--- src/rtl/pipelined_cla_adder_32.sv ---
// Byte-sliced pipelined 32-bit add/subtract unit: one 8-bit carry-look-ahead slice per stage,
// results leave through a valid/ready handshake with a single global advance.
module pipelined_cla_adder_32 #(
    parameter int unsigned WIDTH = 32
) (
    input  logic             clk,
    input  logic             rst,
    input  logic             in_valid,
    output logic             in_ready,
    input  logic [WIDTH-1:0] in_a,
    input  logic [WIDTH-1:0] in_b,
    input  logic             in_sub,
    output logic             out_valid,
    input  logic             out_ready,
    output logic [WIDTH-1:0] out_sum,
    output logic             out_cout,
    output logic             out_ovf,
    output logic             out_zero
);

    localparam int unsigned NSLICE = WIDTH / 8;
    localparam int unsigned LAST   = NSLICE - 1;

    // Parallel-prefix carries of one byte: c[i] is the carry out of bit i.
    function automatic logic [7:0] cla8(input logic [7:0] p, input logic [7:0] g,
                                        input logic ci);
        logic [7:0] c;
        logic       t;
        c = '0;
        for (int i = 0; i < 8; i++) begin
            c[i] = g[i];
            t    = p[i];
            for (int j = i - 1; j >= 0; j--) begin
                c[i] = c[i] | (t & g[j]);
                t    = t & p[j];
            end
            c[i] = c[i] | (t & ci);
        end
        return c;
    endfunction

    logic                          adv;
    logic [NSLICE-1:0]             vld_q, vld_d, cy_q, cy_d, as_q, as_d, bs_q, bs_d;
    logic [NSLICE-1:0][WIDTH-1:0]  a_q, a_d, b_q, b_d, sum_q, sum_d;
    logic [NSLICE-1:0][WIDTH-1:0]  a_src, b_src, s_src;
    logic [NSLICE-1:0]             c_src, v_src, as_src, bs_src;
    logic                          zero_q, zero_d, ovf_q, ovf_d;
    logic [WIDTH-1:0]              b_cond;

    assign adv      = ~vld_q[LAST] | out_ready;
    assign in_ready = adv;
    assign b_cond   = in_sub ? ~in_b : in_b;

    // Stage inputs: stage 0 takes the conditioned operands, stage k takes stage k-1.
    always_comb begin
        a_src     = '0;
        b_src     = '0;
        s_src     = '0;
        c_src     = '0;
        v_src     = '0;
        as_src    = '0;
        bs_src    = '0;
        a_src[0]  = in_a;
        b_src[0]  = b_cond;
        c_src[0]  = in_sub;
        v_src[0]  = in_valid & in_ready;
        as_src[0] = in_a[WIDTH-1];
        bs_src[0] = b_cond[WIDTH-1];
        for (int k = 1; k < int'(NSLICE); k++) begin
            a_src[k]  = a_q[k-1];
            b_src[k]  = b_q[k-1];
            s_src[k]  = sum_q[k-1];
            c_src[k]  = cy_q[k-1];
            v_src[k]  = vld_q[k-1];
            as_src[k] = as_q[k-1];
            bs_src[k] = bs_q[k-1];
        end
    end

    // Each stage resolves its own byte and forwards everything else.
    always_comb begin
        logic [7:0] p;
        logic [7:0] g;
        logic [7:0] c;
        p     = '0;
        g     = '0;
        c     = '0;
        vld_d = v_src;
        as_d  = as_src;
        bs_d  = bs_src;
        a_d   = a_src;
        b_d   = b_src;
        sum_d = s_src;
        cy_d  = '0;
        for (int k = 0; k < int'(NSLICE); k++) begin
            p = a_src[k][8*k +: 8] ^ b_src[k][8*k +: 8];
            g = a_src[k][8*k +: 8] & b_src[k][8*k +: 8];
            c = cla8(p, g, c_src[k]);
            sum_d[k][8*k +: 8] = p ^ {c[6:0], c_src[k]};
            cy_d[k] = c[7];
        end
        zero_d = (sum_d[LAST] == '0);
        ovf_d  = (as_d[LAST] == bs_d[LAST]) && (sum_d[LAST][WIDTH-1] != as_d[LAST]);
    end

    always_ff @(posedge clk) begin
        if (rst) begin
            vld_q  <= '0;
            cy_q   <= '0;
            as_q   <= '0;
            bs_q   <= '0;
            a_q    <= '0;
            b_q    <= '0;
            sum_q  <= '0;
            zero_q <= 1'b0;
            ovf_q  <= 1'b0;
        end else if (adv) begin
            vld_q  <= vld_d;
            cy_q   <= cy_d;
            as_q   <= as_d;
            bs_q   <= bs_d;
            a_q    <= a_d;
            b_q    <= b_d;
            sum_q  <= sum_d;
            zero_q <= zero_d;
            ovf_q  <= ovf_d;
        end
    end

    assign out_valid = vld_q[LAST];
    assign out_sum   = sum_q[LAST];
    assign out_cout  = cy_q[LAST];
    assign out_ovf   = ovf_q;
    assign out_zero  = zero_q;

endmodule

--- config.mk ---
export PLATFORM = sky130hd
export DESIGN_NAME = pipelined_cla_adder_32
export DESIGN_NICKNAME = d
export VERILOG_FILES = /design/src/rtl/pipelined_cla_adder_32.sv
export SDC_FILE = /design/constraint.sdc
export NUM_CORES = 1
export LEC_CHECK = 0
export ABC_AREA = 1
export CELL_PAD_IN_SITES_DETAIL_PLACEMENT = 1
export CELL_PAD_IN_SITES_GLOBAL_PLACEMENT = 1
export CORE_MARGIN = 5
export CORE_UTILIZATION = 31
export DETAILED_ROUTE_END_ITERATION = 6
export GPL_TIMING_DRIVEN = 0
export PLACE_DENSITY = 0.71
export SKIP_CTS_REPAIR_TIMING = 1
export SYNTH_ARGS = -nofsm -noshare
export SYNTH_HDL_FRONTEND = slang
export SYNTH_SLANG_ARGS = --single-unit
export TNS_END_PERCENT = 20
--- constraint.sdc ---
create_clock -name clk -period 6.1 [get_ports clk]
set_input_delay 0.915 -clock clk [delete_from_list [all_inputs] [get_ports clk]]
set_output_delay 0.915 -clock clk [all_outputs]
set_load 0.02 [all_outputs]
# [Word level (Yosys, flattened, before mapping)]
# Cells that the tools add are included.
[totals] out_inout_bits=37 in_bits=69 n_memories=0 wordCells=437 regBits=288 ram_bits=0 mem_bits_ro=0 latch_bits=0
[classes] n_eq_ne=2 n_div=0 bitwise_logic=416 reduce_logical=2 n_shift=0 mux=1 addsub=0 mul=0 order_cmp=0
[op_table] op="bitwise AND 1 bit" n=257
[op_table] op="bitwise OR 1 bit" n=145
[op_table] op="bitwise XOR 8 bit" n=8
[op_table] op="bitwise AND 8 bit" n=4
[op_table] op="logical NOT 32 bit" n=1
[op_table] op="2-to-1 mux 32 bit" n=1
[op_table] op="inverter 32 bit" n=1
[op_table] op="== test 1 bit" n=1
[op_table] op="logical AND 1 bit" n=1
[op_table] op="inequality test 1 bit" n=1
[op_table] op="inverter 1 bit" n=1

# [Longest topological paths before layout]
[depth] ltp_word=12 mapped_depth=16 ltp_nobuf=13

# [Least setup slack after synthesis]
# Ideal clock, no wire load.
[synth_path] path_kind="input-to-reg" startpoint="input port in_sub" endpoint="register sum_q (netlist bit s_src[37])" setup_ns=0.109 required_time_ns=5.991 setup_slack_ns=3.391 n_path_buf=3 t_arrival_ns=2.601 stages=16 path_cell_list="buf_4 -> buf_2 -> xor2_1 -> ha_1 -> buf_2 -> nand3_1 -> nand3_2 -> nand2_1 -> nand2_1 -> nand2_1 -> a21oi_2 -> nor2_1 -> nand2_1 -> nand3_1 -> nand2_1 -> inv_1"
[synth_between] elab_chain_len=9 elab_cells_between_ends=18 cone_classes="mux (1); bitwise (17)"
[synth_lines] item="from (decl)" line_no="12" source="input logic in_sub,"
[synth_lines] item="2-to-1 mux 32 bit" line_no="52" source="assign b_cond = in_sub ? ~in_b : in_b;"
[synth_lines] item="bitwise XOR 8 bit or bitwise AND 8 bit (tied branches)" line_no="96, 97"
[synth_lines] item="bitwise AND 1 bit (on tied branches)" line_no="34, 35"
[synth_lines] item="bitwise OR 1 bit, or another cell as far along (3 in series)" line_no="34" source="c[i] = c[i] | (t & g[j]);"
[synth_lines] item="bitwise OR 1 bit or bitwise AND 1 bit (tied branches)" line_no="34, 37"
[synth_lines] item="bitwise OR 1 bit" line_no="37" source="c[i] = c[i] | (t & ci);"
[synth_lines] item="bitwise XOR 8 bit (*)" line_no="99" source="sum_d[k][8*k +: 8] = p ^ {c[6:0], c_src[k]};"
[synth_lines] item="to (signal assigned)" line_no="124" source="sum_q <= sum_d;"
[synth_lines] item="to (decl)" line_no="44" source="logic [NSLICE-1:0][WIDTH-1:0] a_q, a_d, b_q, b_d, sum_q, sum_d;"
# Every way passes the cells marked *; elsewhere a longest branch is shown, timed or not.
# A chain may end at the register's enable or synchronous reset.

# [Worst setup path after layout]
[layout_path] startpoint="input port out_ready" endpoint="output port in_ready"
[layout_between] elab_chain_len=1
[layout_lines] item="from (decl)" line_no="14" source="input logic out_ready,"
[layout_lines] item="bitwise OR 1 bit" line_no="50" source="assign adv = ~vld_q[LAST] | out_ready;"
[layout_lines] item="to (decl)" line_no="9" source="output logic in_ready,"
# No other way between the ends.

==> reports/qor.csv <==
metric;value;unit
numPortBuffers;104;
cts_buffer_depth;2;
wl;25800;um
drt.antenna.violating_nets;0;
die_w;175;um
synth.net_count;1237;
h-tree-depth;4;
top_layer;met4;
top_level_ports;106;
synth_edf_count;0;
grt_pass1_vias;7945;
drcViolationCount;0;
initial_core_util;31.4;%
wl_met2;12300;um
synth_warnings;0;
fin_nets;1360;
cts_made_buffers;17;
die-area;0.0307;sq mm
status;complete, no violations;
clkTransAtPathRegs;0.07;ns
clock_latency;0.43;ns
num_antenna_cells;0;
clockRootBuffer;clkbuf_16;
rows;60;
finalHoldViolations;0;
cap_violations;0;
dp_hpwl;20400;um
critical_path_arrival;3.18;ns
ys_ff_latch;186;
worstSetupPathType;in -> out;
rsz0062_at_grt;no;
wl_per_cell;16.1;um
viasPerCell;4.82;
cts_tree;yes;
grt_first_pass_wirelength;41800;um
syn_area_per_cell;7.48;sq um
slew_headroom;50.0;%
gp_congestion;0.837;
fin_tns_setup;0;ns
total_leakage_power;4.88;nW
maxSlewViolCount;0;
worstMarginPinSlew;0.750;ns
fmax;244;MHz
setup_viol;0;
drtIter0Drc;327;
worstPathRequired;5.18;ns
grt_use_total;17.0;%
path_max_fanout;10;
power_density;281;mW/mm^2
cp-end-kind;output pin;
drive_gt1_share;4.57;%
fin_worst_skew;0.00929;ns
syn2layout_area_growth;24.5;%
cp-start-kind;input port;
final_util;39.1;%
period_minus_slack;4.10;ns
wl_met3;1030;um
synth_cell_types;29;
seq_area_frac_synth;44.0;%
holdCritPathClass;reg -> reg;
syn_inst;1132;
firstDrtPassIters;4;
grt_remaining_overflow;0;
synth_flop_cell;dfxtp_1;
die_y;175;um
vdd.ir_drop.worst;0.000149;V
netlist_area;0.00847;sq mm
clock-sinks;186;
async_reset_ff_share;0;%
vias;7748;
antenna_found_initial;0;
core_area;0.0270;sq mm
nFillCells;3300;
met1_length;12300;um
post-route-period-util;67.2;%
grt_max_degree;18;
cell type report:
class / instances / area, sq um / area share [%]
clock buffers: 20 / 457 / 4.33
flip-flops and latches: 186 / 3720 / 35.3
clock inverters: 12 / 154 / 1.46
multi-input cells: 785 / 4110 / 39.0
well taps: 341 / 427 / 4.05
inverters: 93 / 349 / 3.31
plain buffers: 68 / 280 / 2.66
repair buffers: 104 / 1040 / 9.87
layer usage:
metal | vias to the layer above | global-route usage (%)
met5 | - | 0
met4 | 0 | 3.60
met3 | 19 | 2.97
met2 | 114 | 29.4
met1 | 3655 | 22.3
li1 | 3960 | -
stage by stage:
step | hold slack (ns) | std cells | power (W) | setup WS (ns) | area (sq um)
3_3_place_gp | 0.440 | 1577 | 0.00183 | 2.04 | 9930
5_1_grt | 0.498 | 1609 | 0.00311 | 1.89 | 10500
3_5_place_dp | 0.468 | 1577 | 0.00184 | 2.01 | 9930
2_1_floorplan | 0.430 | 1132 | 0.00166 | 3.39 | 8470
4_1_cts | 0.480 | 1609 | 0.00299 | 2.00 | 10500
6_report | 0.481 | 1609 | 0.00296 | 2.00 | 10500
logic make-up after synthesis:
kind of cell	share of synthesized area [%]
adders and majority gates	5.59
xor gates and xnor gates	4.86
AOI/OAI and AO/OA	17.4
buffers and inverters	7.43
DFF	44.0
and+or+nand+nor	20.8
critical path: stages:
cell	delay (ns)
clkdlybuf4s50_1	0.42
nor2_2	0.26
clkinv_1	0.33
clkbuf_1	0.38
buf_2	0.30
clkdlybuf4s50_1	0.56
where the power goes:
| group | internal, W | total, W | switching (W) |
|---|---|---|---|
| Sequential | 0.00131 | 0.00137 | 0.0000601 |
| Clock | 0.000642 | 0.00115 | 0.000509 |
| Combinational | 0.000187 | 0.000441 | 0.000254 |
| Total | 0.00214 | 0.00296 | 0.000823 |
registers in the layout (all words and copies together), names as in the netlist:
| signal | cells |
|---|---|
| as_q | 3 |
| bs_q | 3 |
| out_zero | 1 |
| out_ovf | 1 |
| a_d | 45 |
| s_src | 48 |
| vld_q | 4 |
| out_sum | 32 |
| b_d | 45 |
| cy_q | 4 |
placed cells by master (no fill, tap or decap), types with 2 or more instances in the layout:
cell type        count
ha_1                33
o211ai_1             9
clkbuf_8             2
o2111ai_1            2
dfxtp_1            186
inv_8                3
o21bai_1            16
nand4_1             20
o21ai_0            182
xor2_1              22
a21oi_1             66
nand2_1             76
clkinv_4             2
a211oi_1             2
buf_2               17
xnor2_1             25
nand2_2              4
nand3_2              2
bufinv_16            2
clkdlybuf4s50_1    104
clkbuf_1            50
nor2_1             258
nand3_1             58
clkbuf_16           17
inv_6                4
nand3b_1             2
inv_1               92
fa_1                 3
cells in the mapped netlist (2+ instances only):
cell type,number,area (sq um)
nor2_1,258,968
dfxtp_1,186,3720
o21ai_0,182,911
inv_1,92,345
nand2_1,76,285
a21oi_1,66,330
nand3_1,58,290
clkbuf_1,49,184
ha_1,33,413
xnor2_1,25,219
xor2_1,22,193
nand4_1,20,125
buf_2,17,85.1
o21bai_1,16,120
o211ai_1,9,67.6
nand2_2,4,25.0
fa_1,3,60.1
a211oi_1,2,15.0
nand3_2,2,20.0
nand3b_1,2,15.0
o2111ai_1,2,17.5
path summary, 6_finish.rpt:
path,from,endpoint,slack [ns],cells past startpoint
hold / removal,a_d[53]$_SDFFE_PP0N_,a_d[53]$_SDFFE_PP0N_,0.48,2
hold reg to reg,a_d[53]$_SDFFE_PP0N_,a_d[53]$_SDFFE_PP0N_,0.48,2
setup reg to reg,cy_q[2]$_SDFFE_PP0N_,out_zero$_SDFFE_PP0N_,4.13,9
setup / recovery,out_ready,in_ready,2.00,6
Power figures use the tool's default switching activity.
==> RTL change 1: new RTL, config.mk and constraints unchanged <==
Change the parameter `WIDTH` from 32 to 64.
--- a/src/rtl/pipelined_cla_adder_32.sv
+++ b/src/rtl/pipelined_cla_adder_32.sv
@@ -3,3 +3,3 @@
 module pipelined_cla_adder_32 #(
-    parameter int unsigned WIDTH = 32
+    parameter int unsigned WIDTH = 64
 ) (
Interface: changed (resized in_a, in_b and out_sum); port bits go from 106 to 202. No check against the original RTL was run, so the function may have changed too.
==> RTL change 1 against the original RTL <==
Routed wire length grew to 4.2 times the old value; cell area rose to 3.4 times the old value; setup slack got worse by 1.1 ns; core utilization fell by 1.2 points; synthesized cell count rose to 3.4 times the old value; area after synthesis increased to 3.5 times the old value; first-iteration DRC count increased to 4.9 times the old value; power grew to 3.8 times the old value; sequential cell count up 568.
==> RTL change 1: results (changes against the original RTL) <==
Logic synthesis
  • Ys async rst share: 0% (unchanged)
  • Synth Warn #: 0 (unchanged)
  • Post-synthesis mux area share: 0% (unchanged)
  • Synth Flop Type: dfxtp_1
  • Synth area leaders: dfxtp_1 51%, nor2_1 15%, o21ai_0 12%, a21oi_1 2.8%, ha_1 2.7%
  • Mapped Nets: 4018 (+220%)
  • Synth unique cells: 34 (+17%)
  • Xor and xnor area share after synthesis: 2.63% (-2.2 points)
  • Sequential element share of the synthesized area: 50.8% (+6.9 points)
  • List of most frequent post-synthesis cells: 1154 x nor2_1, 754 x dfxtp_1, 735 x o21ai_0
  • Synth Area in Compound Gates: 16.8% (-0.57 points)
  • Post-Synth Adder-Cell Area: 3.21% (-2.4 points)
  • Post-Syn Area per Cell: 7.79 um2 (+4.1%)
  • Top-area cell type share of the netlist area: 50.8% (+6.9 points)

Detailed routing
  • WL final: 109000 um (+320%)
  • DRT iter0 DRCs: 1600 (+390%)
  • Vias per cell: 4.92 (+2.2%)
  • Drt pass-1 iters: 5 (+1)

Pwr
  • Internal power: 8.46 mW (+300%)
  • Logic pwr share: 7.3% (-7.6 points)
  • Flop pwr share: 46.8% (+0.5 points)
  • Max VDD drop: 0.183 mV (+23%)
  • Leak: 14.3 nW (+190%)
  • Power per cell area: 311 nW/um2 (+11%)

CTS
  • Root buf cell: clkbuf_16
  • H-Tree Depth: 3 (-1)
  • Clock Pin Slew Worst Setup and Hold Paths: 0.06 ns
  • Clk buf depth: 3 (+1)
  • Num CTS Buffers: 84 (+67)
  • Worst-Skew Late Latency: 0.65 ns (+0.22 ns)

Final layout
  • Fill cells: 11600 (+250%)
  • Max reg flops: 224 (+370%)
  • Share of cells above drive strength 1: 5.91% (+1.3 points)
  • Non-filler instance count after layout: 5430 (+240%)
  • Nets: 4304 (+220%)

Global route
  • GRT Overall Usage: 20.7% (+3.7 points)
  • Initial antenna violation count: 4 (+4)
  • Vias in the first global route: 28100 (+250%)
  • Largest net degree at the start of global routing: 13 (-5)
  • Total gr overflow: 0 (unchanged)
  • First-pass GRT wire length: 165000 um (+290%)

Timing
  • Worst Max-Slew Pin Slew: 1.41 ns (+0.665 ns)
  • Clock Skew: 0.0232 ns (+0.0139 ns)

Placement
  • RePlAce Congestion: 0.888 (+6.1%)
  • Placed inst area: 33300 um2 (+230%)
  • Placed Instances: 5278 (+230%)
  • Worst slack, placed: 0.809 ns (-1.21 ns)
  • IO Port Bufs: 200 (+92%)
  • Dpl hpwl: 81400 um (+300%)

Status
  • Run status: completed

Worst setup path
  • Max FO, Critical Path: 10 (unchanged)
  • Arrival time at the worst endpoint: 4.30 ns (+1.12 ns)

Worst hold path
  • Worst Hold Class: register to register
==> RTL change 1: cell count changes after synthesis, sizes merged, moves of 93 or more <==
| cell | change |
|---|---|
| nor2 | +896 |
| dfxtp | +568 |
| o21ai | +554 |
| clkbuf | +146 |
| a21oi | +104 |
| inv | +93 |
==> RTL change 1: layout make-up <==
type                       instances  area, um2  area share, %
tap                             1265       1580           4.39
antenna                            1       2.50        0.00694
inverter                         192        721           2.00
sequential                       754      15100           41.8
clock buffer                     126       2480           6.88
multi-input combinational       2603      12800           35.4
clock inverter                    25        320          0.888
buffer                           264       1100           3.06
timing repair buffer             200       2000           5.55
==> RTL change 1: cell families after synthesis <==
group                      Yosys count
adders and majority gates           72
buffers and inverters              456
AOI/OAI and AO/OA                  961
xor gates and xnor gates            89
and+or+nand+nor                   1481
DFF                                754
==> RTL change 1: worst max-delay path: stages <==
cell and delay, ns:
clkdlybuf4s50_1 0.46, inv_1 0.10, nand2_2 0.16, buf_4 0.25, clkbuf_1 1.06, buf_2 0.63
clkdlybuf4s50_1 0.72
==> RTL change 1: worst paths after layout <==
| check | from | endpoint | slack, ns | cells past startpoint |
|---|---|---|---|---|
| hold reg to reg | b_d[94] | b_d[158] | 0.46 | 2 |
| setup / recovery | out_ready | in_ready | 0.88 | 7 |
| hold / removal | b_d[94] | b_d[158] | 0.46 | 2 |
| setup reg to reg | vld_q[7] | b_d[125] | 3.30 | 5 |
==> RTL change 1: per-layer routing <==
metal	part of all wire [%]	vias up	global-route usage, %
li1	-	13000	-
met1	42	13100	24.4
met2	50	436	37.8
met3	3.6	189	3.14
met4	4.1	2	7.84
met5	0.0065	-	0
==> RTL change 2: new RTL, same settings <==
Without the edit above. Put one more register stage on the output `out_ovf`, with the module's reset. The value now appears one clock later. The other outputs are not delayed to match.
--- a/src/rtl/pipelined_cla_adder_32.sv
+++ b/src/rtl/pipelined_cla_adder_32.sv
@@ -132,3 +132,9 @@
     assign out_cout  = cy_q[LAST];
-    assign out_ovf   = ovf_q;
+    always_ff @(posedge clk) begin
+        if (rst) begin
+            out_ovf <= '0;
+        end else begin
+            out_ovf <= ovf_q;
+        end
+    end
     assign out_zero  = zero_q;
Check against the original RTL: not equivalent (a bounded check fails within 10 cycles, from zero or initial values and one cycle with rst high).
==> RTL change 2 against the original RTL <==
Sequential cell count up 1; power down 0.10%; core utilization about the same; setup slack worse by 0.0042 ns; synthesized cell count up 0.44%; routed wire length up 2.1%; count of clock-buffer cells in the layout down 2; critical path type unchanged; sequential share of layout area up 0.11 points; cell area up 0.23%; area after synthesis up 0.52%.
==> RTL change 2: results (changes against the original RTL) <==
CTS
  • Worst-Skew Late Latency: 0.44 ns
  • Num CTS Buffers: 17 (unchanged)
  • Root buf cell: clkbuf_16
  • Clk buf depth: 2 (unchanged)
  • Clock Pin Slew Worst Setup and Hold Paths: 0.07 ns (about the same)
  • H-Tree Depth: 4 (unchanged)

Logic synthesis
  • List of most frequent post-synthesis cells: 264 x nor2_1, 187 x dfxtp_1, 182 x o21ai_0
  • Synth unique cells: 31 (+6.9%)
  • Mapped Nets: 1242 (+0.40%)
  • Synth Flop Type: dfxtp_1
  • Sequential element share of the synthesized area: 44.0% (about the same)
  • Synth area leaders: dfxtp_1 44%, nor2_1 12%, o21ai_0 11%, ha_1 4.9%, inv_1 4.0%
  • Synth Warn #: 0 (unchanged)
  • Ys async rst share: 0% (unchanged)

Global route
  • Vias in the first global route: 7964 (+0.24%)
  • Initial antenna violation count: 0 (unchanged)
  • First-pass GRT wire length: 41900 um (+0.30%)
  • Largest net degree at the start of global routing: 18 (unchanged)
  • GRT Overall Usage: 17.2% (+0.15 points)

Placement
  • Worst slack, placed: 2.02 ns (+0.00328 ns)
  • Placed inst area: 9980 um2 (+0.44%)
  • IO Port Bufs: 104 (unchanged)
  • Dpl hpwl: 20400 um (+0.31%)
  • RePlAce Congestion: 0.862 (+3.0%)

Detailed routing
  • WL final: 26400 um (+2.1%)
  • DRT iter0 DRCs: 372 (+14%)
  • Vias: 7806 (+0.75%)
  • Drt pass-1 iters: 5 (+1)

Worst setup path
  • Reg2reg setup slack: 4.08 ns (-0.05 ns)
  • Critical Path Sink: in_ready
  • Arrival time at the worst endpoint: 3.19 ns (about the same)
  • Setup crit start: out_ready
  • R2R Path Start: cy_q[2]
  • Max FO, Critical Path: 10 (unchanged)
  • Reg2reg path depth: 11 (+2)
  • R2r endpoint: out_zero

Final layout
  • Nets: 1365 (+0.37%)
  • Share of cells above drive strength 1: 4.63% (+0.061 points)
  • Max reg flops: 48 (unchanged)
  • Antenna cells: 0 (unchanged)

Timing
  • Worst Max-Slew Pin Slew: 0.745 ns (-0.00490 ns)
  • Clock Skew: 0.00924 ns (-0.0000427 ns)
  • Max Freq: 244 MHz (-0.10%)

Worst hold path
  • Worst Hold Class: register to register
  • Worst hold stages: 2 (unchanged)

Status
  • Run status: completed

Pwr
  • Leak: 4.86 nW (-0.27%)
  • Max VDD drop: 0.177 mV (+19%)
  • Internal power: 2.12 mW (-0.91%)
-- RTL change 2: layout make-up --
class / instances / area [um2]
plain buffers: 68 / 282
inverters: 93 / 349
flip-flops and latches: 187 / 3740
fillers: 3373 / 16500
well taps: 341 / 427
clock buffers: 18 / 429
multi-input cells: 789 / 4140
repair buffers: 104 / 1040
clock inverters: 14 / 161
-- RTL change 2: power by group through the flow --
stage | combinational, mW | clock [mW] | sequential [mW]
after global routing | 0.505 | 1.21 | 1.39
after global placement | 0.445 | 0 | 1.40
after CTS | 0.457 | 1.16 | 1.38
after floorplan | 0.262 | 0 | 1.40
final | 0.452 | 1.13 | 1.38
after detailed placement | 0.454 | 0 | 1.41
-- RTL change 2: worst max-delay path, cell delays in order --
cell,delay [ns]
clkdlybuf4s50_1,0.47
nor2_2,0.10
inv_1,0.14
buf_2,0.28
clkbuf_1,0.53
clkdlybuf4s50_1,0.74
-- RTL change 2: metrics by stage --
stage	instances	utilization, %
floorplan	1137	-
global placement	1582	36.9
detailed placement	1582	36.9
CTS	1614	39.1
global route	1614	39.1
finish	1614	39.1
-- RTL change 2: worst min-delay path by stage --
stage	slack, ns	to	start
after global routing	0.45	out_ovf	ovf_q
after global placement	0.41	out_ovf	ovf_q
after floorplan	0.40	out_ovf	ovf_q
after CTS	0.42	out_ovf	ovf_q
after detailed placement	0.42	out_ovf	ovf_q
final	0.42	out_ovf	ovf_q
-- RTL change 2: cells by family (layout without fill, tap and decap cells) --
group | count (synthesis) | count (layout) | synth area share (%)
compound gates | 277 | 277 | 17.3
fa+ha+maj | 36 | 36 | 5.56
simple gates | 429 | 429 | 20.9
buf+inv | 161 | 297 | 7.41
xor+xnor | 47 | 47 | 4.84
flops | 187 | 187 | 44.0
-- RTL change 2: metal layers --
metal  share of wire (%)  global-route usage (%)
met1                  48                    22.9
met2                  46                    28.5
met3                 4.1                    2.65
met4                 2.2                    5.59
met5                   0                       0
